File: config.mk
export PLATFORM = sky130hd
export DESIGN_NAME = tt_mux_ctrl_sequencer
export DESIGN_NICKNAME = d
export VERILOG_FILES = /design/src/rtl/tt_mux_ctrl_pkg.sv /design/src/rtl/tt_mux_ctrl_pulse_gen.sv /design/src/rtl/tt_mux_ctrl_sequencer.sv
export SDC_FILE = /design/constraint.sdc
export NUM_CORES = 1
export LEC_CHECK = 0
export ABC_CLOCK_PERIOD_IN_PS = 3200
export CORE_MARGIN = 2
export CORE_UTILIZATION = 55
export DETAILED_ROUTE_END_ITERATION = 10
export GPL_TIMING_DRIVEN = 1
export HOLD_SLACK_MARGIN = 0.02
export PLACE_DENSITY = 0.89
export SYNTH_ARGS = -nofsm -noshare
export SYNTH_HDL_FRONTEND = slang
export SYNTH_HIERARCHICAL = 1
export SYNTH_SLANG_ARGS = --single-unit
File: constraint.sdc
create_clock -name clk -period 3.2 [get_ports clk]
set_input_delay 0.8 -clock clk [delete_from_list [all_inputs] [get_ports clk]]
set_output_delay 0.8 -clock clk [all_outputs]
set_load 0.01 [all_outputs]
File: src/rtl/tt_mux_ctrl_pkg.sv
// Shared types and default configuration for the TinyTapeout mux control sequencer.
// Optional build macro used by the sequencer: TT_MUX_CTRL_INCREMENTAL_EN.
package tt_mux_ctrl_pkg;

  localparam int DEF_SEL_W        = 8;
  localparam int DEF_NUM_DESIGNS  = 250;
  localparam int DEF_RST_CYCLES   = 4;
  localparam int DEF_PULSE_CYCLES = 2;

  typedef enum logic [2:0] {
    S_IDLE   = 3'd0,
    S_RST    = 3'd1,
    S_GAP    = 3'd2,
    S_INC_HI = 3'd3,
    S_INC_LO = 3'd4
  } state_t;

endpackage

File: src/rtl/tt_mux_ctrl_pulse_gen.sv
// Single increment strobe: PULSE_CYCLES high then PULSE_CYCLES low after start.
// last flags the final low cycle so the caller can chain the next pulse with no gap.
module tt_mux_ctrl_pulse_gen #(
  parameter int PULSE_CYCLES = 2
) (
  input  logic clk,
  input  logic reset,
  input  logic start,
  output logic inc,
  output logic hi_end,
  output logic last
);

  localparam int PW = $clog2(PULSE_CYCLES + 1);

  logic          hi;
  logic          lo;
  logic [PW-1:0] ph;

  // Phase counter counts remaining cycles of the current half; start wins over everything.
  always_ff @(posedge clk or posedge reset) begin
    if (reset) begin
      hi <= 1'b0;
      lo <= 1'b0;
      ph <= '0;
    end else if (start) begin
      hi <= 1'b1;
      lo <= 1'b0;
      ph <= PW'(PULSE_CYCLES - 1);
    end else if (hi) begin
      if (ph == '0) begin
        hi <= 1'b0;
        lo <= 1'b1;
        ph <= PW'(PULSE_CYCLES - 1);
      end else begin
        ph <= ph - PW'(1);
      end
    end else if (lo) begin
      if (ph == '0) lo <= 1'b0;
      else          ph <= ph - PW'(1);
    end
  end

  assign inc    = hi;
  assign hi_end = hi && (ph == '0);
  assign last   = lo && (ph == '0);

endmodule

File: src/rtl/tt_mux_ctrl_sequencer.sv
// Drives the TinyTapeout design-select mux: chain reset, N increment pulses, re-enable.
// Build macro TT_MUX_CTRL_INCREMENTAL_EN: step forward from the current selection
// instead of resetting the chain when the target is at or above cur_sel.
module tt_mux_ctrl_sequencer
  import tt_mux_ctrl_pkg::*;
#(
  parameter int SEL_W        = DEF_SEL_W,
  parameter int NUM_DESIGNS  = DEF_NUM_DESIGNS,
  parameter int RST_CYCLES   = DEF_RST_CYCLES,
  parameter int PULSE_CYCLES = DEF_PULSE_CYCLES
) (
  input  logic             clk,
  input  logic             reset,
  input  logic             req_valid,
  input  logic [SEL_W-1:0] req_sel,
  output logic             req_ready,
  output logic             ctrl_sel_rst_n,
  output logic             ctrl_sel_inc,
  output logic             ctrl_ena,
  output logic [SEL_W-1:0] cur_sel,
  output logic             cur_valid,
  output logic             done,
  output logic             err
);

  state_t           state;
  logic [SEL_W-1:0] target;
  logic [SEL_W-1:0] cnt;      // RST cycle count, then pulse count
  logic             pg_start;
  logic             pg_hi_end;
  logic             pg_last;
  logic             oor;
  logic             inc_ok;
  logic             pulses_done;

  assign req_ready   = (state == S_IDLE);
  assign oor         = 32'(req_sel) >= NUM_DESIGNS;
  // cnt holds the chain position minus one while pulsing, so this also covers the incremental base
  assign pulses_done = (cnt + SEL_W'(1)) == target;

`ifdef TT_MUX_CTRL_INCREMENTAL_EN
  assign inc_ok = cur_valid && (req_sel >= cur_sel);
`else
  assign inc_ok = 1'b0;
`endif

  // Kick a new pulse out of GAP, back-to-back between pulses, or directly on an incremental accept
  always_comb begin
    pg_start = 1'b0;
    if (state == S_GAP && target != '0)                            pg_start = 1'b1;
    if (state == S_INC_LO && pg_last && !pulses_done)              pg_start = 1'b1;
    if (state == S_IDLE && req_valid && !oor && inc_ok && req_sel != cur_sel) pg_start = 1'b1;
  end

  tt_mux_ctrl_pulse_gen #(.PULSE_CYCLES(PULSE_CYCLES)) u_pulse (
    .clk    (clk),
    .reset  (reset),
    .start  (pg_start),
    .inc    (ctrl_sel_inc),
    .hi_end (pg_hi_end),
    .last   (pg_last)
  );

  // Sequencer FSM and registered control outputs
  always_ff @(posedge clk or posedge reset) begin
    if (reset) begin
      state          <= S_IDLE;
      target         <= '0;
      cnt            <= '0;
      ctrl_sel_rst_n <= 1'b0;
      ctrl_ena       <= 1'b0;
      cur_sel        <= '0;
      cur_valid      <= 1'b0;
      done           <= 1'b0;
      err            <= 1'b0;
    end else begin
      done <= 1'b0;
      err  <= 1'b0;
      case (state)
        S_IDLE: if (req_valid) begin
          if (oor) begin
            err <= 1'b1;
          end else if (inc_ok) begin
            target <= req_sel;
            if (req_sel == cur_sel) begin
              done <= 1'b1;
            end else begin
              ctrl_ena  <= 1'b0;
              cur_valid <= 1'b0;
              cnt       <= cur_sel;
              state     <= S_INC_HI;
            end
          end else begin
            target         <= req_sel;
            ctrl_ena       <= 1'b0;
            ctrl_sel_rst_n <= 1'b0;
            cur_valid      <= 1'b0;
            cnt            <= '0;
            state          <= S_RST;
          end
        end
        S_RST: begin
          if (cnt == SEL_W'(RST_CYCLES - 1)) begin
            ctrl_sel_rst_n <= 1'b1;
            state          <= S_GAP;
          end else begin
            cnt <= cnt + SEL_W'(1);
          end
        end
        S_GAP: begin
          cnt <= '0;
          if (target == '0) begin
            state     <= S_IDLE;
            ctrl_ena  <= 1'b1;
            done      <= 1'b1;
            cur_sel   <= target;
            cur_valid <= 1'b1;
          end else begin
            state <= S_INC_HI;
          end
        end
        S_INC_HI: if (pg_hi_end) state <= S_INC_LO;
        S_INC_LO: if (pg_last) begin
          if (pulses_done) begin
            state     <= S_IDLE;
            ctrl_ena  <= 1'b1;
            done      <= 1'b1;
            cur_sel   <= target;
            cur_valid <= 1'b1;
          end else begin
            cnt   <= cnt + SEL_W'(1);
            state <= S_INC_HI;
          end
        end
        default: state <= S_IDLE;
      endcase
    end
  end

endmodule

==> results of run 1 <==
worst max-delay path by stage:
stage                              start                     end  slack (ns)
floorplan             cnt[0]$_DFFE_PP0P_  cur_sel[0]$_DFFE_PP0P_        0.83
global placement      cnt[0]$_DFFE_PP0P_  cur_sel[0]$_DFFE_PP0P_        0.52
detailed placement    cnt[0]$_DFFE_PP0P_  cur_sel[2]$_DFFE_PP0P_        0.49
CTS                 state[2]$_DFFE_PP0P_               req_ready        0.45
global route        state[2]$_DFFE_PP0P_               req_ready        0.29
finish                cnt[0]$_DFFE_PP0P_  cur_sel[6]$_DFFE_PP0P_        0.44
synth_stat cells, drive strengths merged, types with 2 or more instances:
| cell type | instances |
|---|---|
| nand4 | 3 |
| nor3b | 2 |
| o21a | 2 |
| nand2 | 30 |
| dfrtp | 35 |
| nor3 | 4 |
| mux2 | 8 |
| mux2i | 9 |
| clkbuf | 2 |
| nor2b | 2 |
| o22ai | 3 |
| or4 | 4 |
| or3 | 3 |
| xor2 | 4 |
| nor4 | 3 |
| nand2b | 4 |
| o21ai | 27 |
| buf | 8 |
| xnor2 | 4 |
| o211ai | 3 |
| nand3 | 7 |
| a21oi | 6 |
| inv | 13 |
| o31ai | 4 |
| nor2 | 9 |
power by group:
part	switching (mW)	internal (mW)	total (mW)
registers	0.175	0.542	0.718
clock network	0.143	0.0856	0.229
logic	0.318	0.307	0.625
total	0.636	0.935	1.57
stage by stage:
step	instances	area [um^2]	hold WS, ns	util (%)
4_1_cts	289	2320	0.517	67.8
3_3_place_gp	281	2270	0.495	66.4
3_5_place_dp	281	2270	0.489	66.4
2_1_floorplan	218	2000	0.480	-
6_report	289	2320	0.505	67.8
5_1_grt	289	2320	0.560	67.8
area by class of cell:
class / count / share of cell area [%]
multi-input combinational: 160 / 44.0
inverter: 13 / 2.11
clock buffer: 7 / 1.94
timing repair buffer: 27 / 11.4
clock inverter: 1 / 0.216
sequential: 35 / 37.8
tap: 46 / 2.48
cells by family after synthesis:
family | Yosys count | synth area share [%]
muxes | 17 | 8.99
DFF | 35 | 43.7
adders and majority gates | 1 | 0.624
AOI/OAI and AO/OA | 56 | 17.3
buffers and inverters | 23 | 5.43
xor gates and xnor gates | 8 | 3.50
and+or+nand+nor | 78 | 20.5
worst max-delay path: stages (launching register included):
cell and delay (ns):
dfrtp_1 0.49, ha_1 0.37, xor2_1 0.21, xnor2_1 0.14, o31ai_1 0.11, or4_1 0.58
or3_1 0.55, mux2i_1 0.19
cells in the final DEF, fill, tap and decap left out, drive strengths merged, types with 4 or more instances in the layout:
cell type / n
inv: 13
mux2i: 9
o31ai: 4
nand2: 30
xnor2: 4
clkbuf: 7
nor2: 9
nor3: 4
mux2: 8
nand2b: 4
xor2: 4
clkdlybuf4s50: 25
dfrtp: 35
a21oi: 6
nand3: 7
or4: 4
o21ai: 27
registers in the layout, summed over array words and instances (netlist names):
name	cells
ctrl_sel_rst_n	1
state	3
u_pulse/inc	1
target	8
cur_valid	1
cur_sel	8
err	1
u_pulse/lo	1
cnt	8
u_pulse/ph	2
done	1
metal layers:
metal / vias to the layer above / global-route usage (%) / share of wire, % / wire, um
met5: - / 0 / 0 / 0
met4: 0 / 12.5 / 2.4 / 104
met3: 9 / 5.63 / 6.9 / 298
met2: 68 / 37.4 / 47 / 2030
met1: 804 / 30.7 / 43 / 1870
li1: 828 / - / - / -
==> flow_metrics.tcl, run 1 <==
set metrics [dict create \
    worst-setup-path-type "flip-flop to flip-flop" \
    vdd_ir_drop_max_v 0.000444 \
    total_number_of_clock_tree_sinks 35 \
    yosys.area.top_type "dfrtp_1" \
    htreeDepth 2 \
    floorplan.core_area_um2 3420 \
    initial_antenna_violation_count 0 \
    ys.flop_type "dfrtp_1" \
    crit-reg2reg-launch "cnt[0]$_DFFE_PP0P_" \
    hpwl_um 3300 \
    tritoncts_clock_tree "done" \
    post_synth_instance_area_um2 2000 \
    die_width_um 64.4 \
    worst_setup_path_start_kind "flip-flop" \
    setup_viol_count_final 0 \
    yosys_warnings 6 \
    syn-mean-instance-area_um2 9.19 \
    ffs_w_async_s_r_synth_pct 100 \
    drv_slew 0 \
    number_of_enable_flip_flop_cells_after_synthesis 0 \
    design.portCount 26 \
    rows 21 \
    timing.critical_path.arrival_ns 2.97 \
    synth-seq-cells 35 \
    detail_route.vias_per_cell 5.91 \
    ant_nets 0 \
    wl_um 4300 \
    timing.reg2reg.setup_slack_ns 0.44 \
    clock.fmax_ghz 0.363 \
    run_status "complete, no violations" \
    drc 0 \
    postSynthNetCount 230 \
    synth_cells 218 \
    dieArea_um2 4140 \
    holdPathEnd "ctrl_sel_rst_n$_DFFE_PP0P_" \
    tightest_slew_ns 0.523 \
    dpl_worst_slack_ns 0.493 \
    wl_per_cell_um 14.9 \
    global_route.overflow_total 0 \
    postCtsResizedCells 0 \
    crit_required_ns 3.41 \
    clk_latency_ns 0.34 \
    fillCellCount 288 \
    finalCritPeriodShare_pct 86.2 \
    detail_route.iter0.violations 77 \
    post_cts.repair.setup_buffers 0 \
    port_buffers 25 \
    grt_start_max_net_pins 32 \
    min_path_cells 2 \
    end_kind "flip-flop" \
    die-height_um 64.4 \
    postCtsHoldBufs 0 \
    power.static_leakage_nw 1.05 \
    post-synth-top-area-fraction_pct 43.7 \
    setup_total_negative_slack_ns 0 \
    number_of_global_route_vias_before_repair 1668 \
    final.min_clock_period_ns 2.76 \
    unrepaired_setup_endpoints_after_global_routing "false" \
    ys_seq_area_share_pct 43.7 \
    cts_buffers 5 \
    synth.top_cells.by_area "dfrtp_1 44%, nand2_1 5.6%, mux2i_1 4.5%, mux2_2 4.5%, o21ai_0 4.0%" \
    starting_density_of_the_core_pct 58.7 \
    globalplace.congestion 0.928 \
    detailroute.via_count 1709 \
    total_power_mw 1.57 \
    power-per-cell-area_nw_per_um2 678 \
    area.growth.synth_to_final_pct 15.6 \
    clk_pin_slew_ns 0.10 \
    min-delay-path-class "flip-flop to flip-flop" \
    slew_headroom_pct 65.0 \
    grt_usage_pct 23.9 \
    drtPass1Iterations 4 \
    final_layout_size_suffix_gt1_share_pct 8.64 \
    area.sequential_um2 876 \
    worst_r2r_path_depth 7 \
    grt_first_pass_wirelength_um 7530 \
    clock-root-buffer "clkbuf_4" \
    nNetsFinal 254 \
    multi_input_area_um2 1020 \
    clockBufferDepth 2 \
    crit_fanout 9 \
    synth.lib_cells_used.distinct 52 \
    hold_start "ctrl_sel_rst_n$_DFFE_PP0P_" \
    cap_violations 0 \
    rr_endpoint "cur_sel[6]$_DFFE_PP0P_" \
    hold_viol 0 \
    finalWorstSetupSlack_ns 0.443 \
    fin_skew_ns 0.00980 \
    diodes 0 \
]
No activity file was read; power rests on OpenSTA's default activity.
==> run 2: changes to the inputs <==
--- a/config.mk
+++ b/config.mk
@@ -6,12 +6,13 @@
 export NUM_CORES = 1
 export LEC_CHECK = 0
 export ABC_CLOCK_PERIOD_IN_PS = 3200
-export CORE_MARGIN = 2
 export CORE_UTILIZATION = 55
 export DETAILED_ROUTE_END_ITERATION = 10
+export GPL_ROUTABILITY_DRIVEN = 1
 export GPL_TIMING_DRIVEN = 1
 export HOLD_SLACK_MARGIN = 0.02
 export PLACE_DENSITY = 0.89
+export RECOVER_POWER = 100
 export SYNTH_ARGS = -nofsm -noshare
 export SYNTH_HDL_FRONTEND = slang
 export SYNTH_HIERARCHICAL = 1
==> run 2 against run 1 <==
Critical path type is now flip-flop to primary output. Total power up 5.0%. Count of clock-buffer cells in the layout is 2 lower. Utilization grew 0.70 points. Global-route usage up 1.4 points. Critical path depth down 5. The flow now finishes with violations (max-capacitance violations, max-slew violations). Clock skew grew 0.0033 ns. Largest power group unchanged. First-iteration DRC count rose by 38%. Die area down 6.1%. Highest routed layer unchanged.
==> flow_metrics.tcl, run 2 (synthesized netlist as in run 1, its figures left out) <==
set metrics [dict create \
    reg_top3 "cnt (8), cur_sel (8), target (8)" \
    cts_buffers 5 \
    min-delay-path-class "flip-flop to flip-flop" \
    cap_violations 1 \
    net-switching-power_mw 0.646 \
    nNetsFinal 255 \
    grt_usage_pct 25.3 \
    crit_fanout 14 \
    detail_route.iter0.violations 106 \
    design.portCount 26 \
    initial_antenna_violation_count 0 \
    number_of_global_route_vias_before_repair 1656 \
    setup_viol_count_final 0 \
    hpwl_um 3320 \
    layout_commonest_cell "dfrtp_1" \
    crit_path_top_delay_cell "dlygate4sd3_1" \
    final_cell_mix "35 x dfrtp_1, 30 x nand2_1, 21 x o21ai_0, 17 x dlygate4sd3_1, 13 x inv_1" \
    share_comb_of_total_power_pct 37.7 \
    switching_power_as_a_share_of_total_power_pct 39.2 \
    grt_first_pass_wirelength_um 7670 \
    ant_nets 0 \
    clk_latency_ns 0.35 \
    globalplace.congestion 0.961 \
    final_layout_size_suffix_gt1_share_pct 7.79 \
    rows 21 \
    crit-reg2reg-launch "cnt[0]$_DFFE_PP0P_" \
    worst-setup-path-type "flip-flop to primary output" \
    clockBufferDepth 2 \
    clock.fmax_ghz 0.365 \
    clock-root-buffer "clkbuf_4" \
    floorplan.core_area_um2 3420 \
    place_area_um2 2270 \
    port_buffers 25 \
    postCtsHoldBufs 0 \
    setup_total_negative_slack_ns 0 \
    crit_required_ns 2.40 \
    internal-power_mw 1.00 \
    vdd_ir_drop_max_v 0.000502 \
    starting_density_of_the_core_pct 58.7 \
    postCtsResizedCells 0 \
    fin_skew_ns 0.0131 \
    post-route-cell-area_um2 2340 \
    finalCritPeriodShare_pct 85.6 \
    critPathLaunch "state[2]$_DFFE_PP0P_" \
    tightest_slew_ns 1.60 \
    drv_slew 32 \
    share_of_power_burned_in_the_clock_network_pct 19.2 \
    htreeDepth 2 \
    post_cts.repair.setup_buffers 0 \
    wl_per_cell_um 15.1 \
    timing.critical_path.arrival_ns 1.94 \
    final.min_clock_period_ns 2.74 \
    end_kind "primary output" \
    hold_ws_ns 0.527 \
    drc 0 \
    worst_setup_path_start_kind "flip-flop" \
    dieArea_um2 3890 \
    area.growth.synth_to_final_pct 16.8 \
    finish.cell_count_without_fillers 290 \
    seqPwrFrac_pct 43.1 \
    slew_headroom_pct -6.67 \
    detail_route.vias_per_cell 5.86 \
    drtPass1Iterations 4 \
    die-height_um 62.4 \
    grt_start_max_net_pins 32 \
    clk_pin_slew_ns 0.11 \
    timing.critical_path.cells "nor3_1 > dlygate4sd3_1" \
    diodes 0 \
    violations "max-capacitance violations, max-slew violations" \
    global_route.overflow_total 0 \
    run_status "finished with violations" \
    post-place-cells 282 \
    tritoncts_clock_tree "done" \
    hold_start "cur_sel[6]$_DFFE_PP0P_" \
    total_number_of_clock_tree_sinks 35 \
    wl_um 4370 \
    timing.critical_path.slowest_cell_delay_ns 0.66 \
    unrepaired_setup_endpoints_after_global_routing "false" \
    layout.core_utilization_pct 68.5 \
    hold_viol 0 \
    power.static_leakage_nw 1.10 \
    detailroute.via_count 1698 \
    die_width_um 62.4 \
    power-per-cell-area_nw_per_um2 705 \
]
## run 2: cell types whose count changed in the layout (fill, tap and decap cells not counted)
cell             before  now
buf_4                 2    0
bufinv_16             0    1
clkbuf_1              2    3
clkdlybuf4s50_1      25    8
clkinv_4              0    1
dlygate4sd3_1         0   17
inv_1                12   13
inv_2                 1    0
o21ai_0              16   21
o21ai_1              10    6
o21ai_2               1    0
## run 2: path summary, 6_finish.rpt
| kind | cells past startpoint | slack [ns] | endpoint |
|---|---|---|---|
| max in group asynchronous | 3 | 0.81 | target[6]$_DFFE_PP0P_ |
| min | 2 | 0.53 | cur_sel[6]$_DFFE_PP0P_ |
| max | 2 | 0.46 | req_ready |
| min reg2reg | 2 | 0.53 | cur_sel[6]$_DFFE_PP0P_ |
| min in group asynchronous | 2 | 0.77 | u_pulse/ph[1]$_DFFE_PP0P_ |
| max reg2reg | 9 | 0.53 | cnt[4]$_DFFE_PP0P_ |
## run 2: per-layer routing
metal | GRT usage (%) | wire, um
met1 | 34.0 | 1990
met2 | 40.1 | 2030
met3 | 5.66 | 278
met4 | 9.30 | 74
met5 | 0 | 0
## run 2: cell type report
type | instances | area (um^2)
fill | 282 | 1070
tap | 46 | 57.6
clock inverter | 3 | 43.8
multi-input combinational | 160 | 1020
clock buffer | 5 | 37.5
timing repair buffer | 28 | 262
inverter | 13 | 48.8
sequential | 35 | 876
## run 2: through the flow
stage | power [mW] | worst slack, ns
6_report | 1.65 | 0.459
5_1_grt | 1.77 | 0.291
4_1_cts | 1.68 | 0.488
3_5_place_dp | 1.37 | 0.501
3_3_place_gp | 1.34 | 0.603
2_1_floorplan | 1.16 | 0.827
## run 2: power by group through the flow
stage	clock [mW]	combinational, mW	sequential (mW)
CTS	0.324	0.652	0.707
floorplan	0	0.499	0.657
finish	0.316	0.623	0.711
global placement	0	0.633	0.711
global route	0.345	0.696	0.731
detailed placement	0	0.649	0.716
## run 2: worst max-delay path: cells and delay by family, from the launching register on
kind	cells	cell delay, ns
buffers and inverters	1	0.66
AND/OR/NAND/NOR	1	0.40
flip-flops	1	0.54
==> run 3: changes to the inputs <==
--- a/config.mk
+++ b/config.mk
@@ -12,7 +12,7 @@
 export GPL_TIMING_DRIVEN = 1
 export HOLD_SLACK_MARGIN = 0.02
 export PLACE_DENSITY = 0.89
-export RECOVER_POWER = 100
+export RECOVER_POWER = 25
 export SYNTH_ARGS = -nofsm -noshare
 export SYNTH_HDL_FRONTEND = slang
 export SYNTH_HIERARCHICAL = 1
==> run 3 against run 2 <==
The run still ends with max-capacitance violations, max-slew violations left. Wire length grew 0.11%. Total power grew 1.6%. Die area is the same. First-iteration DRC count shrank 4.7%. Critical path depth grew 5. Utilization grew 0.33 points. Cell count is the same. Clock skew shrank 0.0025 ns. Design area grew 0.48%. Worst setup slack gained 0.012 ns. Sequential power is essentially flat.
==> flow_metrics.tcl, run 3 (synthesized netlist as in run 1, its figures left out) <==
set metrics [dict create \
    run_status "finished with violations" \
    violations "max-capacitance violations, max-slew violations" \
    die_width_um 62.4 \
    rows 21 \
    hpwl_um 3320 \
    total_power_mw 1.68 \
    design.portCount 26 \
    timing.critical_path.slowest_cell_delay_ns 0.54 \
    drv_slew 32 \
    nNetsFinal 255 \
    tritoncts_clock_tree "done" \
    power.static_leakage_nw 1.06 \
    post-route-cell-area_um2 2350 \
    crit_path_top_delay_cell "or3_1" \
    wl_um 4370 \
    hold_viol 0 \
    area.growth.synth_to_final_pct 17.4 \
    detail_route.iter0.violations 101 \
    timing.critical_path.arrival_ns 2.95 \
    grt_start_max_net_pins 32 \
    grt_first_pass_wirelength_um 7670 \
    clk_pin_slew_ns 0.11 \
    starting_density_of_the_core_pct 58.7 \
    initial_antenna_violation_count 0 \
    place_area_um2 2270 \
    number_of_global_route_vias_before_repair 1656 \
    worst_setup_path_start_kind "flip-flop" \
    setup_viol_count_final 0 \
    area.sequential_um2 876 \
    final.min_clock_period_ns 2.73 \
    floorplan.core_area_um2 3420 \
    clock.fmax_ghz 0.366 \
    finalCritPeriodShare_pct 85.3 \
    final_cell_mix "35 x dfrtp_1, 30 x nand2_1, 24 x clkdlybuf4s50_1, 16 x o21ai_0, 12 x inv_1" \
    postCtsResizedCells 0 \
    clock-root-buffer "clkbuf_4" \
    global_route.overflow_total 0 \
    finish.cell_count_without_fillers 290 \
    total_number_of_clock_tree_sinks 35 \
    detail_route.vias_per_cell 5.90 \
    unrepaired_setup_endpoints_after_global_routing "false" \
    fin_skew_ns 0.0105 \
    timing.critical_path.cells "ha_1 > nand4b_1 > nand2_1 > mux2i_1 > or4_1 > or3_1 > mux2i_1" \
    tightest_slew_ns 1.61 \
    crit_required_ns 3.42 \
    htreeDepth 2 \
    cap_violations 1 \
    ant_nets 0 \
    setup_total_negative_slack_ns 0 \
    layout.core_utilization_pct 68.9 \
    vdd_ir_drop_max_v 0.000511 \
    final_layout_size_suffix_gt1_share_pct 9.43 \
    grt_usage_pct 25.3 \
    reg_top3 "cnt (8), cur_sel (8), target (8)" \
    power-per-cell-area_nw_per_um2 713 \
    crit_path_frequent_cell "mux2i_1" \
    drc 0 \
    multi_input_area_um2 1020 \
    post_cts.repair.setup_buffers 0 \
    drtPass1Iterations 5 \
    hold_ws_ns 0.530 \
    dieArea_um2 3890 \
    port_buffers 25 \
    detailroute.via_count 1712 \
    cts_buffers 5 \
    slew_headroom_pct -7.12 \
    clk_latency_ns 0.34 \
    timing.reg2reg.setup_slack_ns 0.47 \
    globalplace.congestion 0.961 \
    post-place-cells 282 \
    clockBufferDepth 2 \
    dpl_worst_slack_ns 0.501 \
    worst-setup-path-type "flip-flop to flip-flop" \
    fillCellCount 281 \
    layout_commonest_cell "dfrtp_1" \
    wl_per_cell_um 15.1 \
    diodes 0 \
    postCtsHoldBufs 0 \
    finalWorstSetupSlack_ns 0.471 \
    min-delay-path-class "flip-flop to flip-flop" \
    crit_fanout 9 \
    die-height_um 62.4 \
    end_kind "flip-flop" \
]
## run 3: cell count changes in the layout (fill, tap and decap cells not counted), sizes merged
cell	before	now
dlygate4sd3	17	1
buf	0	2
clkdlybuf4s50	8	24
clkbuf	8	6
## run 3: layout make-up
cell class / count / area share [%]
timing repair buffer: 28 / 11.4
inverter: 13 / 2.07
multi-input combinational: 160 / 43.4
clock inverter: 3 / 1.86
tap: 46 / 2.45
clock buffer: 5 / 1.60
sequential: 35 / 37.2
## run 3: worst max-delay path: cells and delay by family (launching register included)
family	cells	cell delay [ns]
and+or+nand+nor	4	1.47
adders and majority gates	1	0.37
DFF	1	0.50
muxes	2	0.27
## run 3: report_power, final
| group | switching (mW) | total [mW] | leakage, nW | internal (mW) |
|---|---|---|---|---|
| Sequential | 0.169 | 0.711 | 0.460 | 0.542 |
| Combinational | 0.334 | 0.651 | 0.557 | 0.317 |
| Clock | 0.151 | 0.315 | 0.0452 | 0.164 |
## run 3: path summary, 6_finish.rpt
kind | startpoint | to | cells past startpoint
max | cnt[0]$_DFFE_PP0P_ | cur_sel[1]$_DFFE_PP0P_ | 7
min | cur_sel[0]$_DFFE_PP0P_ | cur_sel[0]$_DFFE_PP0P_ | 2
max reg2reg | cnt[0]$_DFFE_PP0P_ | cur_sel[1]$_DFFE_PP0P_ | 7
min reg2reg | cur_sel[0]$_DFFE_PP0P_ | cur_sel[0]$_DFFE_PP0P_ | 2
max in group asynchronous | reset | target[6]$_DFFE_PP0P_ | 3
min in group asynchronous | reset | u_pulse/ph[1]$_DFFE_PP0P_ | 2
## run 3: per-layer routing
layer | vias to the layer above | routed length (um) | track usage, %
met5 | - | 0 | 0
met2 | 94 | 2010 | 40.1
met1 | 777 | 1930 | 34.0
li1 | 827 | - | -
met3 | 14 | 337 | 5.66
met4 | 0 | 87 | 9.30
